--- src/rtl/sw_pkg.sv ---
// Shared constants and types for the switch-conditioning slice.
package sw_pkg;

  localparam int SW_WIDTH          = 8;
  localparam int SW_STABLE_DEFAULT = 16;

  typedef logic [SW_WIDTH-1:0] sw_vec_t;

endpackage : sw_pkg

--- src/rtl/db_chan.sv ---
// One switch channel: two-flop synchroniser, mismatch counter, debounced
// output register and registered rise/fall strobes.
module db_chan
  import sw_pkg::*;
#(
  parameter int STABLE = SW_STABLE_DEFAULT,
  parameter int CW     = $clog2(STABLE + 1)
) (
  input  logic clk,
  input  logic rst,
  input  logic tick,
  input  logic d,
  output logic q,
  output logic rise,
  output logic fall
);

  localparam logic [CW-1:0] LAST = CW'(STABLE - 1);

  logic          s1_q, s2_q;
  logic [CW-1:0] cnt_q, cnt_d;
  logic          out_q, out_d;
  logic          rise_q, rise_d;
  logic          fall_q, fall_d;

  // A match clears the count even without tick, so short glitches never accumulate.
  always_comb begin
    cnt_d  = cnt_q;
    out_d  = out_q;
    rise_d = 1'b0;
    fall_d = 1'b0;
    if (s2_q == out_q) begin
      cnt_d = '0;
    end else if (!tick) begin
      cnt_d = cnt_q;
    end else if (cnt_q != LAST) begin
      cnt_d = cnt_q + CW'(1);
    end else begin
      out_d  = s2_q;
      cnt_d  = '0;
      rise_d = s2_q;
      fall_d = ~s2_q;
    end
  end

  always_ff @(posedge clk) begin
    if (rst) begin
      s1_q   <= 1'b0;
      s2_q   <= 1'b0;
      cnt_q  <= '0;
      out_q  <= 1'b0;
      rise_q <= 1'b0;
      fall_q <= 1'b0;
    end else begin
      s1_q   <= d;
      s2_q   <= s1_q;
      cnt_q  <= cnt_d;
      out_q  <= out_d;
      rise_q <= rise_d;
      fall_q <= fall_d;
    end
  end

  assign q    = out_q;
  assign rise = rise_q;
  assign fall = fall_q;

endmodule : db_chan

--- src/rtl/sw_debounce.sv ---
// Multi-channel switch conditioner: independent debounce per bit plus a
// combined any-change strobe built from the registered edge flags.
module sw_debounce
  import sw_pkg::*;
#(
  parameter int WIDTH  = SW_WIDTH,
  parameter int STABLE = SW_STABLE_DEFAULT,
  parameter int CW     = $clog2(STABLE + 1)
) (
  input  logic             clk,
  input  logic             rst,
  input  logic             tick,
  input  logic [WIDTH-1:0] sw_raw,
  output logic [WIDTH-1:0] sw_out,
  output logic [WIDTH-1:0] rise,
  output logic [WIDTH-1:0] fall,
  output logic             changed
);

  for (genvar i = 0; i < WIDTH; i++) begin : g_chan
    db_chan #(
      .STABLE (STABLE),
      .CW     (CW)
    ) u_chan (
      .clk  (clk),
      .rst  (rst),
      .tick (tick),
      .d    (sw_raw[i]),
      .q    (sw_out[i]),
      .rise (rise[i]),
      .fall (fall[i])
    );
  end

  // Flags are already registered, so this stays aligned with sw_out.
  assign changed = |(rise | fall);

endmodule : sw_debounce

--- config.mk ---
export PLATFORM = sky130hd
export DESIGN_NAME = sw_debounce
export DESIGN_NICKNAME = d
export VERILOG_FILES = /design/src/rtl/sw_pkg.sv /design/src/rtl/db_chan.sv /design/src/rtl/sw_debounce.sv
export SDC_FILE = /design/constraint.sdc
export NUM_CORES = 1
export LEC_CHECK = 0
export BUFFER_PORTS_ARGS = -buffer_cell sky130_fd_sc_hd__buf_2
export CORE_MARGIN = 4
export CORE_UTILIZATION = 45
export DETAILED_ROUTE_END_ITERATION = 6
export PLACE_DENSITY_LB_ADDON = 0.3
export SLEW_MARGIN = 20
export SYNTH_ARGS = -nofsm -noshare
export SYNTH_HDL_FRONTEND = slang
export SYNTH_SLANG_ARGS = --single-unit
--- constraint.sdc ---
create_clock -name clk -period 1.6 [get_ports clk]
set_input_delay 0.16 -clock clk [delete_from_list [all_inputs] [get_ports clk]]
set_output_delay 0.16 -clock clk [all_outputs]
set_load 0.01 [all_outputs]
==> results.yml, run 1 <==
run_status:
  status: "complete, no violations"
critical_path:
  cp-startpoint: "g_chan[1].u_chan.rise"
  critPathLaunchType: "flop"
  worstPathCellList: "nor4_2 -> nand4_1 -> buf_2"
  arrival_ns: 1.34
  reg2reg_slack_ns: 0.37
  crit_path_end_kind: "output pin"
  worstPathMaxFanout: 2
  critPathBufInv: 1
  ff2ff_path_depth: 4
  required_ns: 1.44
  r2r_end: "g_chan[7].u_chan.rise"
  crit_family: "simple AND/OR/NAND/NOR gates"
  path_depth: 3
  cpMaxStageDelayCell: "dfxtp_1"
  path_class: "reg2out"
  worstReg2RegStart: "g_chan[7].u_chan.cnt_q[0]"
  slowest_delay_ns: 0.35
synthesis:
  ys_top_cells_by_count: "80 x dfxtp_1, 32 x nor2_1, 27 x buf_4, 20 x xor2_1"
  yosys.area_share.adder_pct: 3.04
  synth_mux_area_share_pct: 1.22
  synthCells: 349
  avgSynthCellArea_um2: 9.43
  synth_edf_count: 0
  yosysMostFrequentCell: "dfxtp_1"
  synth_area_mm2: 0.00329
  synthArstFlopShare_pct: 0
  synth_compound_area_share_pct: 5.48
  yosys_warnings: 0
  yosys.area.top_type_share_pct: 48.7
  synth_nets: 368
  yosys.area_share.xor_xnor_pct: 6.39
  yosys.area.top_type: "dfxtp_1"
  synth.distinct_cells: 31
  synth-seq-cells: 80
  yosysSeqAreaShare_pct: 48.7
  synthFlopType: "dfxtp_1"
  synth_top_family_by_area: "simple AND/OR/NAND/NOR gates"
  synth_area_leaders: "dfxtp_1 49%, buf_4 6.2%, xor2_1 5.3%"
  synth-simple-area-share_pct: 26.4
sta:
  post-route-period-util_pct: 93.4
  layout_min_cycle_time_ns: 1.50
  skew_ns: 0.00914
  slew_viol_final: 0
  whs_ns: 0.0238
  setup_viol: 0
  fin_setup_tns_ns: 0
  tightest_slew_ns: 0.591
  maxSlewHeadroom_pct: 60.6
  hold_violations: 0
  max_freq_mhz: 669
  grt_setup_unrepaired: "no"
hold_path:
  hp-start: "sw_raw[4]"
  whs_path_depth: 2
  hold_path.class: "in2reg"
  min_to: "g_chan[4].u_chan.s1_q"
route:
  postRouteAntennaNets: 0
  drc: 0
  wl_per_cell_um: 11.9
  vias: 2301
  totalWireLength_um: 5530
  first_iter_violations: 72
  drt-vias-per-instance: 4.97
  dr.pass1.iters: 4
finish:
  fill_cells: 638
  seqCellArea_mm2: 0.00160
  multi_input_area_mm2: 0.00141
  diodes: 0
  area_growth_pct: 9.43
  utilization_pct: 51.9
  final_area_mm2: 0.00360
  drive_above_1_share_pct: 15.3
  nets: 382
clock_network:
  cts.sinks: 80
  clk_latency_ns: 0.34
  htreeDepth: 3
  cts_tree: "yes"
  cts_hold_buf: 0
  clk_pin_slew_worst_paths_ns: 0.07
  ctsResizeCount: 2
  cts_buffers: 9
  clk_path_buf_depth: 2
  cts_setup_buffers: 0
  root_buffer: "clkbuf_8"
die:
  core_mm2: 0.00694
  fp.dieH_um: 93.5
  rows: 30
  pin_count: 36
  die_area_mm2: 0.00875
  initial_utilization_pct: 47.4
  die_width_um: 93.5
power_and_ir_drop:
  power_mw: 3.75
  p_leak_nw: 1.43
  vdd_drop_max_uv: 523
  power.density_mw_per_mm2: 1040
global_routing:
  grt_util_all_layers_pct: 13.3
  antenna_found_initial: 0
  gr-total-overflow: 0
  grt_pass1_wl_um: 9130
  grt_pass1_vias: 2028
  grt_max_degree: 57
placed_design:
  gp_congestion: 0.770
  place_area_mm2: 0.00337
  portBuffers: 35
  place_hpwl_um: 3860
job:
  max-cap-violations: 0
==> cell usage in the layout (no fill, tap or decap) <==
master      n
a21oi_1    18
a31oi_1     2
and3_1      5
and4_1     10
and4bb_2    1
buf_12      1
buf_2      35
buf_4       1
bufinv_16   2
clkbuf_1    1
clkbuf_8   11
clkinv_2    1
dfxtp_1    80
ha_1        8
inv_1      12
mux2i_1     4
nand2_1    14
nand2_2     2
nand2b_1   18
nand3_1    12
nand3b_1    4
nand4_1    13
nand4b_1    5
nor2_1     32
nor2b_1    16
nor3_1     16
nor4_1      3
nor4_2      2
o211ai_1    2
o21ai_0     6
o311ai_0    2
o31ai_1     2
or3_1       2
xnor2_1     4
xor2_1     20
==> registers in the layout, summed over array words and instances, names as in the netlist <==
| register | cells |
|---|---|
| g_chan.u_chan.cnt_q | 40 |
| g_chan.u_chan.fall | 8 |
| g_chan.u_chan.q | 8 |
| g_chan.u_chan.rise | 8 |
| g_chan.u_chan.s1_q | 8 |
| g_chan.u_chan.s2_q | 8 |
==> power by group <==
part | switching, mW | internal (mW)
sequential | 0.0131 | 2.01
clock | 0.665 | 0.954
combinational | 0.0597 | 0.0491
==> stage by stage <==
stage | setup WS, ns | cells
floorplan | 0.523 | 349
global placement | 0.335 | 448
detailed placement | 0.346 | 448
CTS | 0.0806 | 463
global route | 0.0107 | 463
finish | 0.105 | 463
==> logic make-up (layout without fill, tap and decap cells) <==
logic type | count (synthesis) | after routing
flops | 80 | 80
simple gates | 155 | 155
buf+inv | 46 | 64
xor+xnor | 24 | 24
fa+ha+maj | 8 | 8
mux | 4 | 4
compound gates | 32 | 32
==> worst register-to-register path: stages, from the launching register on <==
cell and delay (ns):
dfxtp_1 0.37, ha_1 0.20, nand4_1 0.16, nor2_1 0.21, and4bb_2 0.25
==> worst max-delay path by stage <==
stage,to,slack [ns]
5_1_grt,changed,0.01
3_5_place_dp,changed,0.35
6_report,changed,0.10
4_1_cts,changed,0.08
2_1_floorplan,g_chan[0].u_chan.cnt_q[0],0.52
3_3_place_gp,changed,0.33
==> metal layers <==
metal	global-route usage (%)	wire [um]
met1	17.4	2770
met2	19.4	2380
met3	5.47	313
met4	5.62	65
met5	0	0
==> area by class of cell <==
class	instances	area share (%)
repair buffers	37	5.63
clock inverters	3	1.81
well taps	96	3.34
flip-flops and latches	80	44.5
inverters	12	1.25
clock buffers	12	4.31
multi-input cells	223	39.2
No activity file was read; power rests on OpenSTA's default activity.
==> run 2: changes to the inputs <==
- CORE_MARGIN: 4 -> unset
==> results.yml, run 2 (same netlist as run 1, synthesis figures left out) <==
power_and_ir_drop:
  vdd_drop_max_uv: 613
  p_leak_nw: 1.45
  sequentialPowerShare_pct: 52.7
  power.density_mw_per_mm2: 1050
  power.internal_mw: 3.07
  switching_share_pct: 20.1
  power.share.clock_pct: 44.4
  p_switching_mw: 0.774
  pwr-share-comb_pct: 3.0
critical_path:
  arrival_ns: 1.33
  critPathBufInv: 1
  crit_path_end_kind: "output pin"
  required_ns: 1.44
  critPathLaunchType: "flop"
  path_depth: 3
  worstPathMaxFanout: 2
  worstPathCellList: "nor4_2 -> nand4_1 -> buf_2"
  ff2ff_path_depth: 4
  slowest_delay_ns: 0.35
  crit_family: "simple AND/OR/NAND/NOR gates"
  cpMaxStageDelayCell: "nor4_2"
  path_class: "reg2out"
die:
  initial_utilization_pct: 47.4
  die_width_um: 87.5
  core_mm2: 0.00694
  rows: 30
  pin_count: 36
  fp.dieH_um: 87.5
  die_area_mm2: 0.00766
placed_design:
  gp_congestion: 0.741
  place_hpwl_um: 3840
  portBuffers: 35
global_routing:
  antenna_found_initial: 0
  grt_pass1_wl_um: 9380
  grt_pass1_vias: 2168
  grt_util_all_layers_pct: 16.2
  gr-total-overflow: 0
  grt_max_degree: 36
sta:
  max_freq_mhz: 672
  post-route-period-util_pct: 93.1
  whs_ns: 0.0124
  slew_viol_final: 0
  tightest_slew_ns: 0.583
  layout_min_cycle_time_ns: 1.49
  hold_violations: 0
  grt_setup_unrepaired: "no"
  skew_ns: 0.00677
  setup_viol: 0
  fin_setup_tns_ns: 0
  maxSlewHeadroom_pct: 61.1
clock_network:
  cts.sinks: 80
  clk_path_buf_depth: 2
  clk_latency_ns: 0.35
  cts_setup_buffers: 0
  cts_buffers: 9
  htreeDepth: 3
  clk_pin_slew_worst_paths_ns: 0.08
  cts_tree: "yes"
  root_buffer: "clkbuf_8"
finish:
  final_cell_mix: "80 x dfxtp_1, 35 x buf_2, 32 x nor2_1"
  regMostFlops: "g_chan.u_chan.cnt_q"
  largest_register_ffs: 40
  diodes: 0
  drive_above_1_share_pct: 15.9
  multi_input_area_mm2: 0.00142
  fill_cells: 637
  nets: 385
  final_common_cell: "dfxtp_1"
  area_growth_pct: 11.1
  seqCellArea_mm2: 0.00160
route:
  postRouteAntennaNets: 0
  drc: 0
  totalWireLength_um: 5470
  first_iter_violations: 55
  drt-vias-per-instance: 4.97
  vias: 2320
  dr.pass1.iters: 4
  wl_per_cell_um: 11.7
hold_path:
  whs_path_depth: 2
  hold_path.class: "in2reg"
job:
  max-cap-violations: 0
run_status:
  status: "complete, no violations"
run 2: final cells by class:
class / instances / share of cell area (%)
multi-input combinational: 223 / 38.8
inverter: 12 / 1.23
clock buffer: 12 / 4.52
timing repair buffer: 40 / 6.29
sequential: 80 / 43.8
tap: 96 / 3.28
clock inverter: 4 / 2.05
run 2: final timing paths:
check	startpoint	end	slack, ns
min	sw_raw[1]	g_chan[1].u_chan.s1_q	0.01
max	g_chan[1].u_chan.rise	changed	0.11
max reg2reg	g_chan[7].u_chan.cnt_q[0]	g_chan[7].u_chan.rise	0.34
min reg2reg	g_chan[7].u_chan.s1_q	g_chan[7].u_chan.s2_q	0.44
run 2: worst reg2reg max path, stage by stage (launching register included):
cell and delay [ns]:
dfxtp_1 0.39, ha_1 0.21, nand4_1 0.15, nor2_1 0.23, and4bb_2 0.25
run 2: what timing repair did:
item | CTS | global route
gates resized for setup | 2 | 1
endpoints found under the hold margin | 2 | 0
setup endpoints to repair | 1 | 1
hold buffers | 2 | 0
run 2: power groups by stage:
stage / clock network, mW / registers [mW] / logic, mW
after detailed placement: 0 / 2.07 / 0.111
after global placement: 0 / 2.07 / 0.109
after CTS: 1.75 / 2.03 / 0.115
after global routing: 1.85 / 2.03 / 0.127
after floorplan: 0 / 2.07 / 0.0861
final: 1.71 / 2.03 / 0.114
run 2: layer usage:
layer | up-vias | global-route usage, % | wire (um)
li1 | 1215 | - | -
met1 | 1046 | 19.6 | 2720
met2 | 50 | 24.6 | 2320
met3 | 9 | 8.34 | 328
met4 | 0 | 6.11 | 99
met5 | - | 0 | 0
run 2: per-stage QoR:
step                      instances  power, mW  setup WS, ns  area [um2]  util (%)
final                           467       3.85         0.111        3660      52.7
after global routing            467       4.01        0.0386        3660      52.7
after CTS                       467       3.89        0.0527        3650      52.5
after detailed placement        449       2.18         0.311        3380      48.6
after global placement          449       2.18         0.331        3380      48.6
after floorplan                 349       2.15         0.523        3290         -
